$ cat config.mk
export PLATFORM = sky130hd
export DESIGN_NAME = div_share_arbiter
export DESIGN_NICKNAME = d
export VERILOG_FILES = /design/src/rtl/div_share_pkg.sv /design/src/rtl/rr_arbiter2.sv /design/src/rtl/div_share_arbiter.sv
export SDC_FILE = /design/constraint.sdc
export NUM_CORES = 1
export LEC_CHECK = 0
export ABC_CLOCK_PERIOD_IN_PS = 1500
export CORE_MARGIN = 4
export CORE_UTILIZATION = 40
export CTS_CLUSTER_SIZE = 40
export DETAILED_ROUTE_END_ITERATION = 7
export GPL_ROUTABILITY_DRIVEN = 0
export PLACE_DENSITY_LB_ADDON = 0.15
export SLEW_MARGIN = 40
export SYNTH_ARGS = -nofsm -noshare
export SYNTH_HDL_FRONTEND = slang
export SYNTH_SLANG_ARGS = --single-unit
$ cat constraint.sdc
create_clock -name clk -period 1.5 [get_ports clk]
set_input_delay 0.375 -clock clk [delete_from_list [all_inputs] [get_ports clk]]
set_output_delay 0.375 -clock clk [all_outputs]
set_load 0.01 [all_outputs]
$ cat src/rtl/div_share_pkg.sv
// Shared definitions for the divider-sharing arbiter.
//   state_t   : controller FSM states
//   DIV_WIDTH : default operand / quotient width
//   Q_SAT     : quotient returned for a zero divisor (all ones)
//   onehot2   : converts a requester index into a 2-bit one-hot vector
package div_share_pkg;

    localparam int DIV_WIDTH = 10;

    localparam logic [DIV_WIDTH-1:0] Q_SAT = '1;

    typedef enum logic [2:0] {
        IDLE,
        LOAD,
        START,
        WAIT,
        RESP
    } state_t;

    function automatic logic [1:0] onehot2(input logic idx);
        return idx ? 2'b10 : 2'b01;
    endfunction

endpackage

$ cat src/rtl/rr_arbiter2.sv
// Two-input round-robin arbiter.
// The pointer names the preferred requester; the other one wins only when
// the preferred one is idle. After a transaction completes, the pointer moves
// to the peer of the requester just served, so a waiting peer goes next.
//   clk, rst   : clock, synchronous active-high reset (pointer -> 0)
//   req        : request vector, bit i = requester i
//   advance    : one-cycle pulse when the current transaction completes
//   served     : index of the requester that was just served
//   grant      : one-hot grant (all zero when nothing is requested)
//   grant_idx  : index of the granted requester (valid when any = 1)
//   any        : at least one request is pending
module rr_arbiter2
    import div_share_pkg::*;
(
    input  logic       clk,
    input  logic       rst,
    input  logic [1:0] req,
    input  logic       advance,
    input  logic       served,
    output logic [1:0] grant,
    output logic       grant_idx,
    output logic       any
);

    logic ptr;

    always_ff @(posedge clk) begin
        if (rst) begin
            ptr <= 1'b0;
        end else if (advance) begin
            ptr <= ~served;
        end
    end

    assign any       = |req;
    assign grant_idx = req[ptr] ? ptr : ~ptr;
    assign grant     = any ? onehot2(grant_idx) : 2'b00;

endmodule

$ cat src/rtl/div_share_arbiter.sv
// Shares one load-and-start divider between two requesters.
// A granted request is captured, the divider is sequenced with
// ld_a/ld_b then start, and the result is returned to the requester that
// issued it. Zero divisors are answered directly with a saturated quotient
// and the overflow flag, without touching the divider.
//
// Optional build macro DIV_SHARE_TIMEOUT_EN adds a WAIT-state watchdog:
// after TIMEOUT_CYCLES without div_done the transaction is answered with
// q = 0, ov = 1, and timeout_err pulses for one cycle.
//
// Ports:
//   clk, rst            : clock, synchronous active-high reset
//   req_valid[1:0]      : per-requester request valid (held until accepted)
//   req_a, req_b        : dividends / divisors, slice i for requester i
//   req_ready[1:0]      : one-hot accept pulse
//   rsp_valid[1:0]      : one-hot response valid, held until rsp_ready
//   rsp_q, rsp_ov       : response quotient / overflow (shared)
//   rsp_ready[1:0]      : per-requester response accept
//   div_ld_a, div_ld_b  : divider operand load strobes
//   div_start           : divider start strobe
//   div_a, div_b        : divider operands, stable from LOAD through WAIT
//   div_done            : divider result-valid pulse (only honoured in WAIT)
//   div_q, div_ov       : divider quotient / overflow
//   timeout_err         : watchdog pulse (DIV_SHARE_TIMEOUT_EN builds only)
module div_share_arbiter
    import div_share_pkg::*;
#(
    parameter int WIDTH          = DIV_WIDTH,
    parameter int TIMEOUT_CYCLES = 64
) (
    input  logic               clk,
    input  logic               rst,
    input  logic [1:0]         req_valid,
    input  logic [2*WIDTH-1:0] req_a,
    input  logic [2*WIDTH-1:0] req_b,
    output logic [1:0]         req_ready,
    output logic [1:0]         rsp_valid,
    output logic [WIDTH-1:0]   rsp_q,
    output logic               rsp_ov,
    input  logic [1:0]         rsp_ready,
    output logic               div_ld_a,
    output logic               div_ld_b,
    output logic               div_start,
    output logic [WIDTH-1:0]   div_a,
    output logic [WIDTH-1:0]   div_b,
    input  logic               div_done,
    input  logic [WIDTH-1:0]   div_q,
    input  logic               div_ov
`ifdef DIV_SHARE_TIMEOUT_EN
    ,
    output logic               timeout_err
`endif
);

    state_t           state;
    logic             gnt_idx;     // requester owning the current transaction
    logic [WIDTH-1:0] a_reg;
    logic [WIDTH-1:0] b_reg;

    logic [1:0]       arb_grant;
    logic             arb_idx;
    logic             arb_any;
    logic             rsp_done;
    logic [WIDTH-1:0] cand_a;
    logic [WIDTH-1:0] cand_b;

    // Handshake only counts once rsp_valid is actually visible to the owner;
    // rsp_ready on the other bit never completes a transaction.
    assign rsp_done = (state == RESP) && rsp_valid[gnt_idx] && rsp_ready[gnt_idx];

    rr_arbiter2 u_arb (
        .clk       (clk),
        .rst       (rst),
        .req       (req_valid),
        .advance   (rsp_done),
        .served    (gnt_idx),
        .grant     (arb_grant),
        .grant_idx (arb_idx),
        .any       (arb_any)
    );

    // Operand slices of whichever requester the arbiter currently favours.
    assign cand_a = arb_idx ? req_a[2*WIDTH-1:WIDTH] : req_a[WIDTH-1:0];
    assign cand_b = arb_idx ? req_b[2*WIDTH-1:WIDTH] : req_b[WIDTH-1:0];

`ifdef DIV_SHARE_TIMEOUT_EN
    localparam int WD_W = $clog2(TIMEOUT_CYCLES + 1);
    localparam logic [WD_W-1:0] WD_LAST = WD_W'(TIMEOUT_CYCLES - 1);
    logic [WD_W-1:0] wd_cnt;
`endif

    always_ff @(posedge clk) begin
        // NOTE: sequential state uses non-blocking assignments only, so every
        // register here sees the pre-edge value of every other register.
        if (rst) begin
            // NOTE: every register is reset, including the operand copies;
            // there is no memory array here, so the cost is a few flops and
            // reset leaves no stale operands on the divider pins.
            state     <= IDLE;
            gnt_idx   <= 1'b0;
            a_reg     <= '0;
            b_reg     <= '0;
            req_ready <= 2'b00;
            rsp_valid <= 2'b00;
            rsp_q     <= '0;
            rsp_ov    <= 1'b0;
            div_ld_a  <= 1'b0;
            div_ld_b  <= 1'b0;
            div_start <= 1'b0;
            div_a     <= '0;
            div_b     <= '0;
`ifdef DIV_SHARE_TIMEOUT_EN
            wd_cnt      <= '0;
            timeout_err <= 1'b0;
`endif
        end else begin
            // Strobes default low so each one is a single-cycle pulse.
            req_ready <= 2'b00;
            div_ld_a  <= 1'b0;
            div_ld_b  <= 1'b0;
            div_start <= 1'b0;
`ifdef DIV_SHARE_TIMEOUT_EN
            timeout_err <= 1'b0;
`endif
            case (state)
                IDLE: begin
                    if (arb_any) begin
                        gnt_idx   <= arb_idx;
                        req_ready <= arb_grant;
                        a_reg     <= cand_a;
                        b_reg     <= cand_b;
                        if (cand_b == '0) begin
                            rsp_q  <= Q_SAT;
                            rsp_ov <= 1'b1;
                            state  <= RESP;
                        end else begin
                            state  <= LOAD;
                        end
                    end
                end

                LOAD: begin
                    div_a    <= a_reg;
                    div_b    <= b_reg;
                    div_ld_a <= 1'b1;
                    div_ld_b <= 1'b1;
                    state    <= START;
                end

                START: begin
                    div_start <= 1'b1;
`ifdef DIV_SHARE_TIMEOUT_EN
                    wd_cnt    <= '0;
`endif
                    state     <= WAIT;
                end

                WAIT: begin
                    if (div_done) begin
                        rsp_q     <= div_q;
                        rsp_ov    <= div_ov;
                        rsp_valid <= onehot2(gnt_idx);
                        state     <= RESP;
`ifdef DIV_SHARE_TIMEOUT_EN
                    end else if (wd_cnt == WD_LAST) begin
                        rsp_q       <= '0;
                        rsp_ov      <= 1'b1;
                        rsp_valid   <= onehot2(gnt_idx);
                        timeout_err <= 1'b1;
                        state       <= RESP;
                    end else begin
                        wd_cnt <= wd_cnt + 1'b1;
`endif
                    end
                end

                RESP: begin
                    // The zero-divisor path enters RESP without rsp_valid set;
                    // it is raised here, one cycle after the grant.
                    if (rsp_done) begin
                        rsp_valid <= 2'b00;
                        state     <= IDLE;
                    end else begin
                        rsp_valid <= onehot2(gnt_idx);
                    end
                end

                default: state <= IDLE;
            endcase
        end
    end

endmodule

==> summary.txt <==
Synthesis
  • Synth Area per Inst: 9.57 um^2
  • Async S/R FF share, synth: 0%
  • Dominant cell type by area after synthesis: dfxtp_1
  • Post-synth EDFFs: 0
  • Complex-gate fraction of the synthesized area: 17.5%
  • Largest family of logic cells by synthesized area: compound AO/OA/AOI/OAI gates
  • Xor-xnor portion of the synthesized cell area: 0%
  • Yosys top cell area share: 47.5%
  • Post-Syn Area: 2610 um^2
  • Adder-cell share of the synthesized area: 0%
  • Distinct cell type count after synthesis: 34
  • Seq/Total Area, Yosys: 47.5%
  • Mux cell area share after synthesis: 13.7%
  • Post-Syn Instances: 273
  • Top_reg_cell synth: dfxtp_1
  • Yosys reg bits: 62
  • Post-synth net total: 331
  • Yosys warns: 0
  • Post-Synth Simple-Gate Area: 16.5%
  • Synth top area cells: dfxtp_1 48%, mux2i_1 12%, a211oi_1 6.3%, nand2_1 6.2%, o22ai_2 4.8%

Floorplan
  • CORE AREA: 6350 um^2
  • Top Ports: 96
  • FP Rows: 29
  • Die height: 88.8 um
  • Die area: 7890 um^2
  • Initial Util: 41.1%
  • Die Wd: 88.8 um

STA
  • RSZ-0062 raised after global routing: true
  • Min Tclk post-route: 1.49 ns
  • Relative slew margins: 56.1%
  • Worst-margin pin slew: 0.659 ns
  • Fin worst setup slack: 0.00580 ns
  • Final setup violation count: 0
  • Final hold vios: 0
  • Max-slew violations: 0
  • Fin Clk Skew: 0.00888 ns
  • F_max: 669 MHz
  • Tcrit/Tclk final: 99.6%
  • Min Hold Slack: 0.356 ns

Global route
  • Antenna violations before repair: 0
  • Vias in the first global route: 2,103
  • Largest net degree at the start of global routing: 59
  • Total congestion overflow: 0
  • Tot GR Track Use: 16.8%
  • Global-route wire length before repair: 10.2 mm

Place
  • HPWL Detailed: 4.63 mm
  • Placed cell area: 3730 um^2
  • IO buf count: 95
  • Place WS: -0.667 ns

Worst setup path
  • Largest stage delay on the critical path: 0.54 ns
  • Critical path depth: 6
  • Buffer and inverter count on the worst path: 2
  • Crit path max fanout: 5
  • CP Class: input pin to flop
  • Required @ worst endpoint: 1.75 ns
  • Startpoint Class: input pin
  • Crit path DAT: 1.74 ns
  • Most used cell, CP: buf_6
  • Reg2reg path depth: 5
  • Worst path slowest cell: or4_4
  • CP delay by family, top: simple AND/OR/NAND/NOR gates
  • Crit-path cells: buf_6 -> or4_4 -> nor4_4 -> mux2i_4 -> buf_6 -> o22ai_2
  • Crit end category: flop

Clock network
  • CTS max path bufs: 2
  • CTS sink cnt: 62
  • Skew-Pair Late Insertion Delay: 0.33 ns
  • CTS tree: built
  • Max H-tree Level: 3
  • Clk slew on worst S/H paths: 0.06 ns
  • Root Buffer: clkbuf_8
  • Cts bufs inserted: 9

Flow run
  • Max_cap viols: 0

Layout
  • Area Overhead vs Synth: 51.2%
  • Final Util: 62.2%
  • ANT cells: 0
  • Layout cells sized above 1: 21.8%
  • Final net count: 434
  • Post-route cell area: 3950 um^2

Drt
  • WL met2: 3.04 mm
  • Met3 wire len: 579 um
  • WL/cell: 14.4 um
  • Vias per cell: 5.03
  • Routed Antenna Nets: 0
  • DRT Pass-1 Iters: 4
  • M1 WL: 2.92 mm
  • Residual DRC: 0
  • Uppermost layer routed: met4
  • 1st-iter DRT viols: 70
  • Via count: 2,303
  • Final wirelength: 6.59 mm

Worst hold path
  • Hold Path Class: input pin to flop
  • Hold Path Cell Cnt: 4

Power
  • Leakage: 0.00174 uW
  • Worst vdd rail ir drop: 0.791 mV
  • PD cells: 1180 nW/um^2

Run status
  • Status: finished, final reports clean
-- metal layers --
layer / vias up / GRT usage (%)
li1: 1178 / -
met1: 1042 / 21.7
met2: 77 / 26.1
met3: 6 / 6.15
met4: 0 / 5.08
met5: - / 0
-- synthesized netlist by cell type, types with 2 or more instances --
cell type	count
dfxtp_1	62
nand2_1	43
mux2i_1	31
nor2_1	25
a211oi_1	22
a21oi_1	21
clkbuf_1	13
o22ai_2	10
buf_2	9
o21ai_0	4
inv_1	3
nand3_1	3
a31oi_1	2
nor4_4	2
o22ai_1	2
or4_1	2
or4_4	2
-- where the power goes --
group / switching, uW / leakage, uW / internal, uW
Clock: 639 / 0.000108 / 974
Sequential: 113 / 0.000509 / 1860
Combinational: 554 / 0.00112 / 525
Total: 1310 / 0.00174 / 3350
-- kinds of logic after synthesis --
group,after synthesis
AOI/OAI and AO/OA,63
buffers and inverters,27
DFF,62
muxes,34
and+or+nand+nor,87
-- worst paths after layout --
check | from | to | slack, ns
min reg2reg | a_reg[4] | div_a[4] | 0.45
max | req_b[5] | rsp_ov | 0.006
min | rst | state[1] | 0.36
max reg2reg | u_arb.ptr | rsp_q[1] | 0.02
-- placed cells by master (no fill, tap or decap), types with 2 or more instances in the layout --
cell / Yosys / final
a211oi_1: 22 / 22
a21oi_1: 21 / 21
a31oi_1: 2 / 2
buf_12: 0 / 4
buf_2: 9 / 7
buf_4: 1 / 12
buf_6: 1 / 7
bufinv_16: 0 / 2
clkbuf_2: 0 / 5
clkbuf_8: 0 / 10
clkdlybuf4s15_1: 0 / 3
clkdlybuf4s50_1: 0 / 38
clkinv_2: 0 / 2
clkinvlp_4: 0 / 2
dfxtp_1: 62 / 58
dfxtp_2: 0 / 4
dlygate4sd2_1: 0 / 40
inv_1: 3 / 2
mux2i_1: 31 / 30
mux2i_4: 1 / 3
nand2_1: 43 / 42
nand3_1: 3 / 3
nor2_1: 25 / 25
nor4_4: 2 / 3
o21ai_0: 4 / 4
o22ai_2: 10 / 12
or4_4: 2 / 4
-- worst reg2reg max path: stages (launching register included) --
cell,delay (ns)
dfxtp_2,0.36
mux2i_4,0.25
buf_12,0.14
mux2i_4,0.35
buf_6,0.17
o22ai_2,0.07
-- stage by stage --
stage | setup TNS, ns | power (uW) | instances
final | 0 | 4660 | 458
after global routing | -0.451 | 4900 | 458
after CTS | -0.168 | 4680 | 457
after detailed placement | -19.18 | 3120 | 441
after global placement | -18.44 | 3100 | 441
after floorplan | -1.13 | 2590 | 273
-- timing repair --
item,CTS,global route
buffers inserted,0,1
endpoints found under the hold margin,0,0
setup endpoints to repair,92,29
resized for setup,96,21
pin swaps,7,8
hold buffers,0,0
-- area by class of cell --
type	instances	area, um^2
Clock buffer	10	138
Clock inverter	6	85.1
Fill cell	576	2400
Inverter	3	11.3
Multi-Input combinational cell	184	1300
Sequential cell	62	1250
Tap cell	77	96.3
Timing Repair Buffer	116	1070
Note: power is estimated with default switching activity, not from simulation.
